**src/rtl/pwm_pkg.sv**
```systemverilog
// Shared definitions for the servo PWM generator and the PWM capture block.
package pwm_pkg;

    localparam int CLK_HZ       = 10_000_000;
    localparam int SERVO_PERIOD = 199_999;
    localparam int CAP_TIMEOUT  = 400_000;

    typedef enum logic [1:0] {
        SYNC,
        HIGH,
        LOW
    } cap_state_t;

endpackage

```
**src/rtl/pwm_capture_sync_edge.sv**
```systemverilog
// N-flop synchronizer for an asynchronous input, with rise/fall strobes.
// Edges are suppressed until the flop chain holds real samples, so an input
// that is already high when reset releases does not look like a rising edge.
module sync_edge #(
    parameter int STAGES = 2
) (
    input  logic clk,
    input  logic reset,
    input  logic d,
    output logic q,
    output logic rise,
    output logic fall
);

    logic [STAGES-1:0] chain;
    logic              q_d;
    logic [STAGES:0]   fill;
    logic              primed;

    // Shift the input through the synchronizer and track when it is full.
    always_ff @(posedge clk or posedge reset) begin
        if (reset) begin
            chain <= '0;
            q_d   <= 1'b0;
            fill  <= '0;
        end else begin
            // NOTE: sequential state uses non-blocking assignments so every flop samples pre-edge values.
            chain <= {chain[STAGES-2:0], d};
            q_d   <= chain[STAGES-1];
            fill  <= {fill[STAGES-1:0], 1'b1};
        end
    end

    assign primed = fill[STAGES];
    assign q      = chain[STAGES-1];
    assign rise   = primed &  q & ~q_d;
    assign fall   = primed & ~q &  q_d;

endmodule

```
**src/rtl/pwm_capture.sv**
```systemverilog
// Measures high time and period of an asynchronous PWM input in clk cycles,
// with a sticky loss-of-signal flag when no period completes in time.
module pwm_capture
    import pwm_pkg::*;
#(
    parameter int CNT_W       = 24,
    parameter int TIMEOUT     = CAP_TIMEOUT,
    parameter int SYNC_STAGES = 2
) (
    input  logic             clk,
    input  logic             reset,
    input  logic             en,
    input  logic             pwm_in,
    output logic [CNT_W-1:0] width,
    output logic [CNT_W-1:0] period,
    output logic             valid,
    output logic             lost
);

    localparam logic [CNT_W-1:0] ONE       = CNT_W'(1);
    localparam logic [CNT_W-1:0] TIMEOUT_C = CNT_W'(TIMEOUT);

    logic             in_s;
    logic             rise;
    logic             fall;
    cap_state_t       state_q, state_d;
    logic [CNT_W-1:0] hi_q, hi_d;
    logic [CNT_W-1:0] per_q, per_d;
    logic             capture;
    logic             timeout;

    sync_edge #(
        .STAGES(SYNC_STAGES)
    ) u_sync (
        .clk  (clk),
        .reset(reset),
        .d    (pwm_in),
        .q    (in_s),
        .rise (rise),
        .fall (fall)
    );

    // State and measurement counters.
    always_ff @(posedge clk or posedge reset) begin
        if (reset) begin
            state_q <= SYNC;
            hi_q    <= '0;
            per_q   <= '0;
        end else begin
            state_q <= state_d;
            hi_q    <= hi_d;
            per_q   <= per_d;
        end
    end

    // Next state, counter updates and capture/timeout strobes.
    always_comb begin
        // NOTE: every signal gets a default first so no path leaves one unassigned and infers a latch.
        state_d = state_q;
        hi_d    = hi_q;
        per_d   = per_q;
        capture = 1'b0;
        timeout = 1'b0;

        if (!en) begin
            state_d = SYNC;
            hi_d    = '0;
            per_d   = '0;
        end else begin
            case (state_q)
                SYNC: begin
                    hi_d  = '0;
                    per_d = '0;
                    if (rise) begin
                        hi_d    = ONE;
                        per_d   = ONE;
                        state_d = HIGH;
                    end
                end
                HIGH: begin
                    if (per_q == TIMEOUT_C) begin
                        timeout = 1'b1;
                        state_d = SYNC;
                        hi_d    = '0;
                        per_d   = '0;
                    end else begin
                        per_d = per_q + ONE;
                        if (in_s) hi_d = hi_q + ONE;
                        if (fall) state_d = LOW;
                    end
                end
                LOW: begin
                    // Timeout is tested first so it wins over a coincident rise.
                    if (per_q == TIMEOUT_C) begin
                        timeout = 1'b1;
                        state_d = SYNC;
                        hi_d    = '0;
                        per_d   = '0;
                    end else if (rise) begin
                        capture = 1'b1;
                        hi_d    = ONE;
                        per_d   = ONE;
                        state_d = HIGH;
                    end else begin
                        per_d = per_q + ONE;
                    end
                end
                default: begin
                    state_d = SYNC;
                    hi_d    = '0;
                    per_d   = '0;
                end
            endcase
        end
    end

    // Result registers, one-cycle valid strobe and sticky loss flag.
    always_ff @(posedge clk or posedge reset) begin
        if (reset) begin
            width  <= '0;
            period <= '0;
            valid  <= 1'b0;
            lost   <= 1'b0;
        end else begin
            valid <= capture;
            if (capture) begin
                width  <= hi_q;
                period <= per_q;
            end
            if (timeout) begin
                lost <= 1'b1;
            end else if (capture) begin
                lost <= 1'b0;
            end
        end
    end

endmodule

```
**config.mk**
```make
export PLATFORM = sky130hd
export DESIGN_NAME = pwm_capture
export DESIGN_NICKNAME = d
export VERILOG_FILES = /design/src/rtl/pwm_pkg.sv /design/src/rtl/pwm_capture_sync_edge.sv /design/src/rtl/pwm_capture.sv
export SDC_FILE = /design/constraint.sdc
export NUM_CORES = 1
export LEC_CHECK = 0
export CAP_MARGIN = 15
export CORE_ASPECT_RATIO = 0.8
export CORE_MARGIN = 1
export CORE_UTILIZATION = 60
export DETAILED_ROUTE_END_ITERATION = 16
export PLACE_DENSITY = 0.93
export SLEW_MARGIN = 20
export SYNTH_ARGS = -nofsm -noshare
export SYNTH_HDL_FRONTEND = slang
export SYNTH_HIERARCHICAL = 1
export SYNTH_SLANG_ARGS = --single-unit
```
**constraint.sdc**
```tcl
create_clock -name clk -period 6.8 [get_ports clk]
set_input_delay 1.36 -clock clk [delete_from_list [all_inputs] [get_ports clk]]
set_output_delay 1.36 -clock clk [all_outputs]
set_load 0.05 [all_outputs]
```
==> summary.md, run 1 <==
| Metric | Value |
|---|---|
| Post-synth cell types | `49` |
| Synth Area in Adders | `1.78%` |
| # Post-CTS Setup Buffers | `0` |
| Commonest non-fill, non-tap cell in the layout | `dfrtp_1` |
| Tcrit/Tclk final | `48.1%` |
| Slowest CP cell | `clkdlybuf4s50_1` |
| Syn. warnings | `6` |
| Final core utilization | `71.5%` |
| Largest family of logic cells by synthesized area | `simple AND/OR/NAND/NOR gates` |
| GR peak layer | `met2` |
| R2r endpoint | `hi_q[15]` |
| Most frequent cells in the layout | `dfrtp_1 (106), clkdlybuf4s50_1 (53), mux2_2 (46)` |
| H-tree depth | `3` |
| Max clock buf depth | `2` |
| Vias per inst | `6.00` |
| Cts bufs inserted | `9` |
| Final hold vios | `0` |
| Clock power share | `34.6%` |
| Cells after DPL | `577` |
| Cts hold-fix bufs | `0` |
| Slew Viols, Final | `0` |
| RSZ-0062 raised after global routing | `no` |
| Pint | `0.780 mW` |
| Tmin final | `3.27 ns` |
| Starting Density | `62.0%` |
| Simple-gate area share of the yosys netlist | `17.8%` |
| XOR/XNOR Fraction of Synth Area | `3.91%` |
| Top delay family on crit path | `simple AND/OR/NAND/NOR gates` |
| WHS Path Cells | `0` |
| Max IR drop VDD | `0.156 mV` |
| Total gr overflow | `0` |
| Worst relative slew slack | `30.9%` |
| Layout cells sized above 1 | `15.5%` |
| Diode count | `0` |
| Post-DR wirelength/cell | `16.3 um` |
| Met2 Usage GRT | `36.5%` |
| # fillers | `529` |
| Critical Path AT | `3.59 ns` |
| Min-Delay Endpoint | `u_sync/chain[1]` |
| Initial DRC Count | `299` |
| Initial antenna violation count | `0` |
| Post-synthesis sequential area ratio | `53.8%` |
| Combinational share of power | `3.5%` |
| Cell Chain, Critical Path | `clkdlybuf4s50_1 > and2b_1 > nand2_1 > a22o_1 > or4_1 > nand2_1` |
| Core Box Area | `7950 um2` |
| CTS Root Buffer Type | `clkbuf_8` |
| Final ANT Viol Nets | `0` |
| DIE WIDTH | `103 um` |
| Met1 usage | `36.3%` |
| Hold_ws | `0.356 ns` |
| Power density over cell area | `181 nW/um2` |
| Synth-to-layout area growth | `15.2%` |
| Endpoints failing setup | `0` |
| Num rows | `29` |
| Hold_sp | `u_sync/chain[0]` |
| First-pass GRT wire length | `16.4 mm` |
| Synth Cell Area | `4930 um2` |
| Tightest Pin Transition | `1.04 ns` |
| Yosys reg bits | `106` |
| CTS clock-pin slew for the worst setup and hold paths | `0.10 ns` |
| Clk_lat worst skew | `0.37 ns` |
| Vias | `3560` |
| Slowest stage delay, CP | `0.67 ns` |
| # Max-Cap Violations | `0` |
| Mux cell area share after synthesis | `11.0%` |
| R2R depth | `7` |
| Nets | `491` |
| Worst Hold Class | `flop to flop` |
| HPWL after detailed placement | `6.52 mm` |
| Part of the power in registers | `61.9%` |
| IO Pins | `54` |
| Achievable Freq | `305 MHz` |
| WL final | `9.65 mm` |
| Worst Skew | `0.00839 ns` |
| TritonCTS clock tree | `done` |
| Buf/Inv on CP | `1` |
| Status | `finished, final reports clean` |
| Met3 Resource Use GR | `6.90%` |
| Startpoint Class | `input pin` |
| Sw power | `0.248 mW` |
| Die area | `8580 um2` |
| Synth Instances | `430` |
| CP dominant cell by count | `nand2_1` |
| Pin count of the biggest net entering global routing | `60` |
| Setup CP Type | `input pin to flop` |
| Post-CTS Resized | `0` |
| Leak | `2.48 nW` |
| Syn_area_per_cell | `11.5 um2` |
| CP Capture Type | `flop` |
| GR Util All Layers | `25.1%` |
| CTS sink cnt | `106` |
| Reg2Reg Setup Slack | `4.07 ns` |
| Number of global-route vias before repair | `3490` |
| Req. time, crit path | `7.11 ns` |
| FF-to-FF Start | `state_q[0]` |
| Layout Cells excl Fill | `593` |
| Die height | `83.1 um` |
| Port-buffer cells | `53` |
| CP Max Fanout | `15` |
| Setup TNS | `0 ns` |
| Sw Share | `24.1%` |
| Router iterations before antenna repair | `5` |
| Place WS | `3.21 ns` |
| GP Congestion | `0.955` |
| Remaining DRCs | `0` |
| Post-Syn Nets | `441` |
| Synth Area in Compound Gates | `8.33%` |
| Post-route setup slack | `3.53 ns` |
[flip-flops by register name (all words and copies together) (netlist names)]
signal and count:
u_sync/chain 2, state_q 2, per_q 24, lost 1
u_sync/fill 3, valid 1, width 24, hi_q 24
period 24, u_sync/q_d 1
[per-layer routing]
metal / part of all wire, % / wire [um]
met4: 2.2 / 212
met5: 0 / 0
met1: 45 / 4370
met2: 47 / 4520
met3: 5.7 / 547
[Yosys cell counts, drive strengths merged]
library cell | count | share of area (%)
o211ai | 3 | 0.46
nor4 | 5 | 0.89
xor2 | 17 | 3.0
xnor2 | 5 | 0.89
nand2b | 1 | 0.13
a21o | 1 | 0.15
and4 | 7 | 1.3
o21ai | 15 | 1.6
a221oi | 1 | 0.18
a31oi | 2 | 0.25
o31ai | 12 | 1.8
or3 | 6 | 0.86
and2 | 5 | 0.63
a22o | 1 | 0.18
nor2 | 32 | 2.4
clkbuf | 4 | 0.30
nor2b | 3 | 0.38
dfrtp | 106 | 54
nor3 | 5 | 0.84
a32o | 1 | 0.20
nand2 | 29 | 2.2
a22oi | 1 | 0.15
mux2 | 48 | 11
and3 | 4 | 0.51
nor4b | 4 | 0.96
ha | 7 | 1.8
and3b | 2 | 0.36
inv | 14 | 1.1
buf | 12 | 2.0
conb | 1 | 0.076
o311a | 1 | 0.20
nor3b | 1 | 0.15
nand4 | 15 | 2.2
a21oi | 24 | 2.5
and2b | 1 | 0.15
or4 | 14 | 2.1
o21a | 4 | 0.61
nand3 | 16 | 1.6
[stage by stage]
| stage | instance area, um2 | power, mW |
|---|---|---|
| floorplan | 4930 | 0.674 |
| CTS | 5680 | 1.03 |
| detailed placement | 5500 | 0.684 |
| finish | 5680 | 1.03 |
| global placement | 5500 | 0.683 |
| global route | 5680 | 1.07 |
[kinds of logic after synthesis]
family | Yosys count
AO/OA/AOI/OAI | 66
XOR/XNOR | 22
adder cells (fa/ha/maj) | 7
buffers and inverters | 30
flip-flops | 106
multiplexers | 48
other | 1
AND/OR/NAND/NOR | 150
[worst max path at each step]
stage / depth (start not counted) / end / startpoint
CTS: 6 / hi_q[20] / en
detailed placement: 6 / hi_q[20] / en
finish: 6 / hi_q[20] / en
global route: 6 / hi_q[22] / en
floorplan: 1 / hi_q[0] / reset
global placement: 6 / hi_q[22] / en
[power groups by stage]
stage	Clock (mW)	Sequential (mW)	Combinational, mW
after floorplan	0	0.648	0.0260
after global placement	0	0.648	0.0350
after detailed placement	0	0.648	0.0364
after CTS	0.362	0.636	0.0365
after global routing	0.390	0.636	0.0418
final	0.356	0.636	0.0362
[cell type report]
type / instances / area [um2] / area share [%]
timing repair buffer: 55 / 546 / 9.61
clock inverter: 6 / 51.3 / 0.903
clock buffer: 10 / 128 / 2.25
inverter: 14 / 55.1 / 0.970
sequential: 106 / 2650 / 46.7
multi-input combinational: 294 / 2110 / 37.2
tap: 108 / 135 / 2.38
(Power assumes the default switching activity.)
==> run 2, diff against run 1 <==
--- a/config.mk
+++ b/config.mk
@@ -8,9 +8,9 @@
 export CAP_MARGIN = 15
 export CORE_ASPECT_RATIO = 0.8
 export CORE_MARGIN = 1
-export CORE_UTILIZATION = 60
+export CORE_UTILIZATION = 51
 export DETAILED_ROUTE_END_ITERATION = 16
-export PLACE_DENSITY = 0.93
+export PLACE_DENSITY = 0.85
 export SLEW_MARGIN = 20
 export SYNTH_ARGS = -nofsm -noshare
 export SYNTH_HDL_FRONTEND = slang
==> constraint.sdc (replaced) <==
create_clock -name clk -period 2.75 [get_ports clk]
set_input_delay 0.55 -clock clk [delete_from_list [all_inputs] [get_ports clk]]
set_output_delay 0.55 -clock clk [all_outputs]
set_load 0.05 [all_outputs]
==> run 2 against run 1 <==
Against the previous run:
- the run now ends with design-rule violations left
- die area increased by 17%
- critical path type is now flop to flop
- count of clock-buffer cells in the layout decreased by 1
- largest cell class unchanged
- clock skew increased by 0.0022 ns
- register-to-register slack got worse by 3.8 ns
- critical path depth increased by 2
- worst hold slack got worse by 0.0064 ns
- sequential share of layout area decreased by 2.0 points
==> summary.md, run 2 (same netlist as run 1, synthesis figures left out) <==
| Metric | Value |
|---|---|
| H-tree depth | `3 (unchanged)` |
| Clock power share | `43.7% (+9.1 points)` |
| Max clock buf depth | `2 (unchanged)` |
| Power density over cell area | `500 nW/um2 (+180%)` |
| Post-DR wirelength/cell | `16.5 um (+1.4%)` |
| RSZ-0062 raised after global routing | `no` |
| WL final | `10.1 mm (+4.2%)` |
| Port-buffer cells | `53 (unchanged)` |
| Router iterations before antenna repair | `11 (+6)` |
| GP Congestion | `0.873 (-8.6%)` |
| Top delay family on crit path | `simple AND/OR/NAND/NOR gates` |
| Sw power | `0.720 mW (+190%)` |
| First-pass GRT wire length | `17.3 mm (+5.5%)` |
| Remaining DRCs | `3 (+3)` |
| Slowest stage delay, CP | `0.43 ns (-0.24 ns)` |
| Placed Area | `5630 um2 (+2.3%)` |
| Total gr overflow | `0 (unchanged)` |
| Sw Share | `24.3% (+0.16 points)` |
| Num rows | `31 (+6.9%)` |
| Diode count | `0 (unchanged)` |
| TritonCTS clock tree | `done` |
| Initial antenna violation count | `0 (unchanged)` |
| Worst Skew | `0.0106 ns (+0.00218 ns)` |
| Hold_ws | `0.350 ns (-0.00640 ns)` |
| # fillers | `731 (+38%)` |
| Final instance area | `5930 um2 (+4.5%)` |
| Slowest CP cell | `dfrtp_1` |
| Part of the power in registers | `52.9% (-9.0 points)` |
| Critical Path AT | `2.67 ns (-0.92 ns)` |
| Final ANT Viol Nets | `0 (unchanged)` |
| # Max-Cap Violations | `0 (unchanged)` |
| Worst relative slew slack | `52.1% (+21 points)` |
| Clk_lat worst skew | `0.35 ns (-0.02 ns)` |
| Worst Hold Class | `flop to flop` |
| Req. time, crit path | `2.99 ns (-4.12 ns)` |
| Die area | `10100 um2 (+17%)` |
| Setup CP Type | `flop to flop` |
| CTS Root Buffer Type | `clkbuf_16` |
| Violated checks | `design-rule violations` |
| Leak | `2.61 nW (+4.9%)` |
| R2R depth | `8 (+1)` |
| WHS Path Cells | `0 (unchanged)` |
| Setup TNS | `0 ns (unchanged)` |
| CP Max Fanout | `16 (+1)` |
| DIE WIDTH | `112 um (+8.3%)` |
| Pint | `2.25 mW (+190%)` |
| Commonest non-fill, non-tap cell in the layout | `dfrtp_1` |
| Cts hold-fix bufs | `0 (unchanged)` |
| CTS sink cnt | `106 (unchanged)` |
| Pin count of the biggest net entering global routing | `43 (-28%)` |
| Tightest Pin Transition | `0.711 ns (-0.326 ns)` |
| Tcrit/Tclk final | `88.5%` |
| Slew Viols, Final | `0 (unchanged)` |
| Number of global-route vias before repair | `3530 (+1.1%)` |
| Post-CTS Resized | `0 (unchanged)` |
| Buf/Inv on CP | `2 (+1)` |
| # Post-CTS Setup Buffers | `0 (unchanged)` |
| CP Capture Type | `flop` |
| Most frequent cells in the layout | `dfrtp_1 (106), clkdlybuf4s50_1 (53), mux2_2 (46)` |
| Vias per inst | `5.86 (-2.4%)` |
| GR Util All Layers | `21.6% (-3.5 points)` |
| CTS clock-pin slew for the worst setup and hold paths | `0.08 ns (-0.02 ns)` |
| Startpoint Class | `flop` |
| Starting Density | `53.4% (-8.6 points)` |
| Initial DRC Count | `344 (+15%)` |
| Achievable Freq | `411 MHz` |
| Final core utilization | `64.2% (-7.2 points)` |
| Cts bufs inserted | `9 (unchanged)` |
| Combinational share of power | `3.4% (about the same)` |
| Status | `finished with violations` |
| Layout Cells excl Fill | `609 (+2.7%)` |
| Nets | `500 (+1.8%)` |
| Die height | `89.9 um (+8.3%)` |
| Core Box Area | `9230 um2 (+16%)` |
| Crit path depth | `8 (+2)` |
| Final hold vios | `0 (unchanged)` |
| Cells after DPL | `593 (+2.8%)` |
| Layout cells sized above 1 | `17.2% (+1.7 points)` |
| Vias | `3570 (+0.28%)` |
| Max IR drop VDD | `0.392 mV (+150%)` |
| Cell Chain, Critical Path | `inv_1 > ha_1 > nor4b_2 > nand2_1 > or3_4 > nand4_4 > buf_4 > mux2_2` |
| Synth-to-layout area growth | `20.3%` |
| Tmin final | `2.43 ns` |
| Endpoints failing setup | `0 (unchanged)` |
| HPWL after detailed placement | `7.01 mm (+7.5%)` |
| IO Pins | `54 (unchanged)` |
## run 2: cell count changes in the layout (fill, tap and decap cells not counted), moves of 2 or more
cell	before	now
clkbuf_8	9	0
clkbuf_16	0	9
buf_12	0	4
inv_6	2	0
buf_4	2	7
inv_8	0	4
## run 2: power by group through the flow
stage / clock network, mW / logic [mW] / registers (mW)
2_1_floorplan: 0 / 0.0647 / 1.60
3_3_place_gp: 0 / 0.0980 / 1.60
3_5_place_dp: 0 / 0.102 / 1.60
4_1_cts: 1.31 / 0.102 / 1.57
5_1_grt: 1.37 / 0.116 / 1.57
6_report: 1.30 / 0.101 / 1.57
## run 2: through the flow
stage | power [mW] | setup slack (ns)
2_1_floorplan | 1.67 | 0.685
3_3_place_gp | 1.70 | 0.280
3_5_place_dp | 1.70 | 0.242
4_1_cts | 2.98 | 0.305
5_1_grt | 3.06 | 0.152
6_report | 2.97 | 0.316
## run 2: final cells by class
cell class	instances	area, um2	area share, %
flip-flops and latches	106	2650	44.7
multi-input cells	294	2110	35.6
repair buffers	64	663	11.2
clock buffers	9	225	3.80
well taps	115	144	2.43
clock inverters	7	78.8	1.33
inverters	14	56.3	0.949
## run 2: path summary, 6_finish.rpt
check	start	endpoint	slack, ns
min in group asynchronous	reset	u_sync/chain[0]	0.49
min reg2reg	u_sync/fill[1]	u_sync/fill[2]	0.35
min	u_sync/fill[1]	u_sync/fill[2]	0.35
max reg2reg	per_q[0]	period[7]	0.32
max	per_q[0]	period[7]	0.32
max in group asynchronous	reset	per_q[5]	1.56
## run 2: worst register-to-register path, cell delays in order (launching register included)
cell and delay [ns]:
dfrtp_1 0.43, inv_1 0.08, ha_1 0.14, nor4b_2 0.23, nand2_1 0.16, or3_4 0.43, nand4_4 0.28, buf_4 0.23
mux2_2 0.34
## run 2: per-layer routing
metal	part of all wire (%)	up-vias	GRT usage, %
met5	0	-	0
li1	-	1671	-
met2	46	125	32.5
met4	1.3	0	6.64
met1	47	1761	31.7
met3	5.5	13	3.98
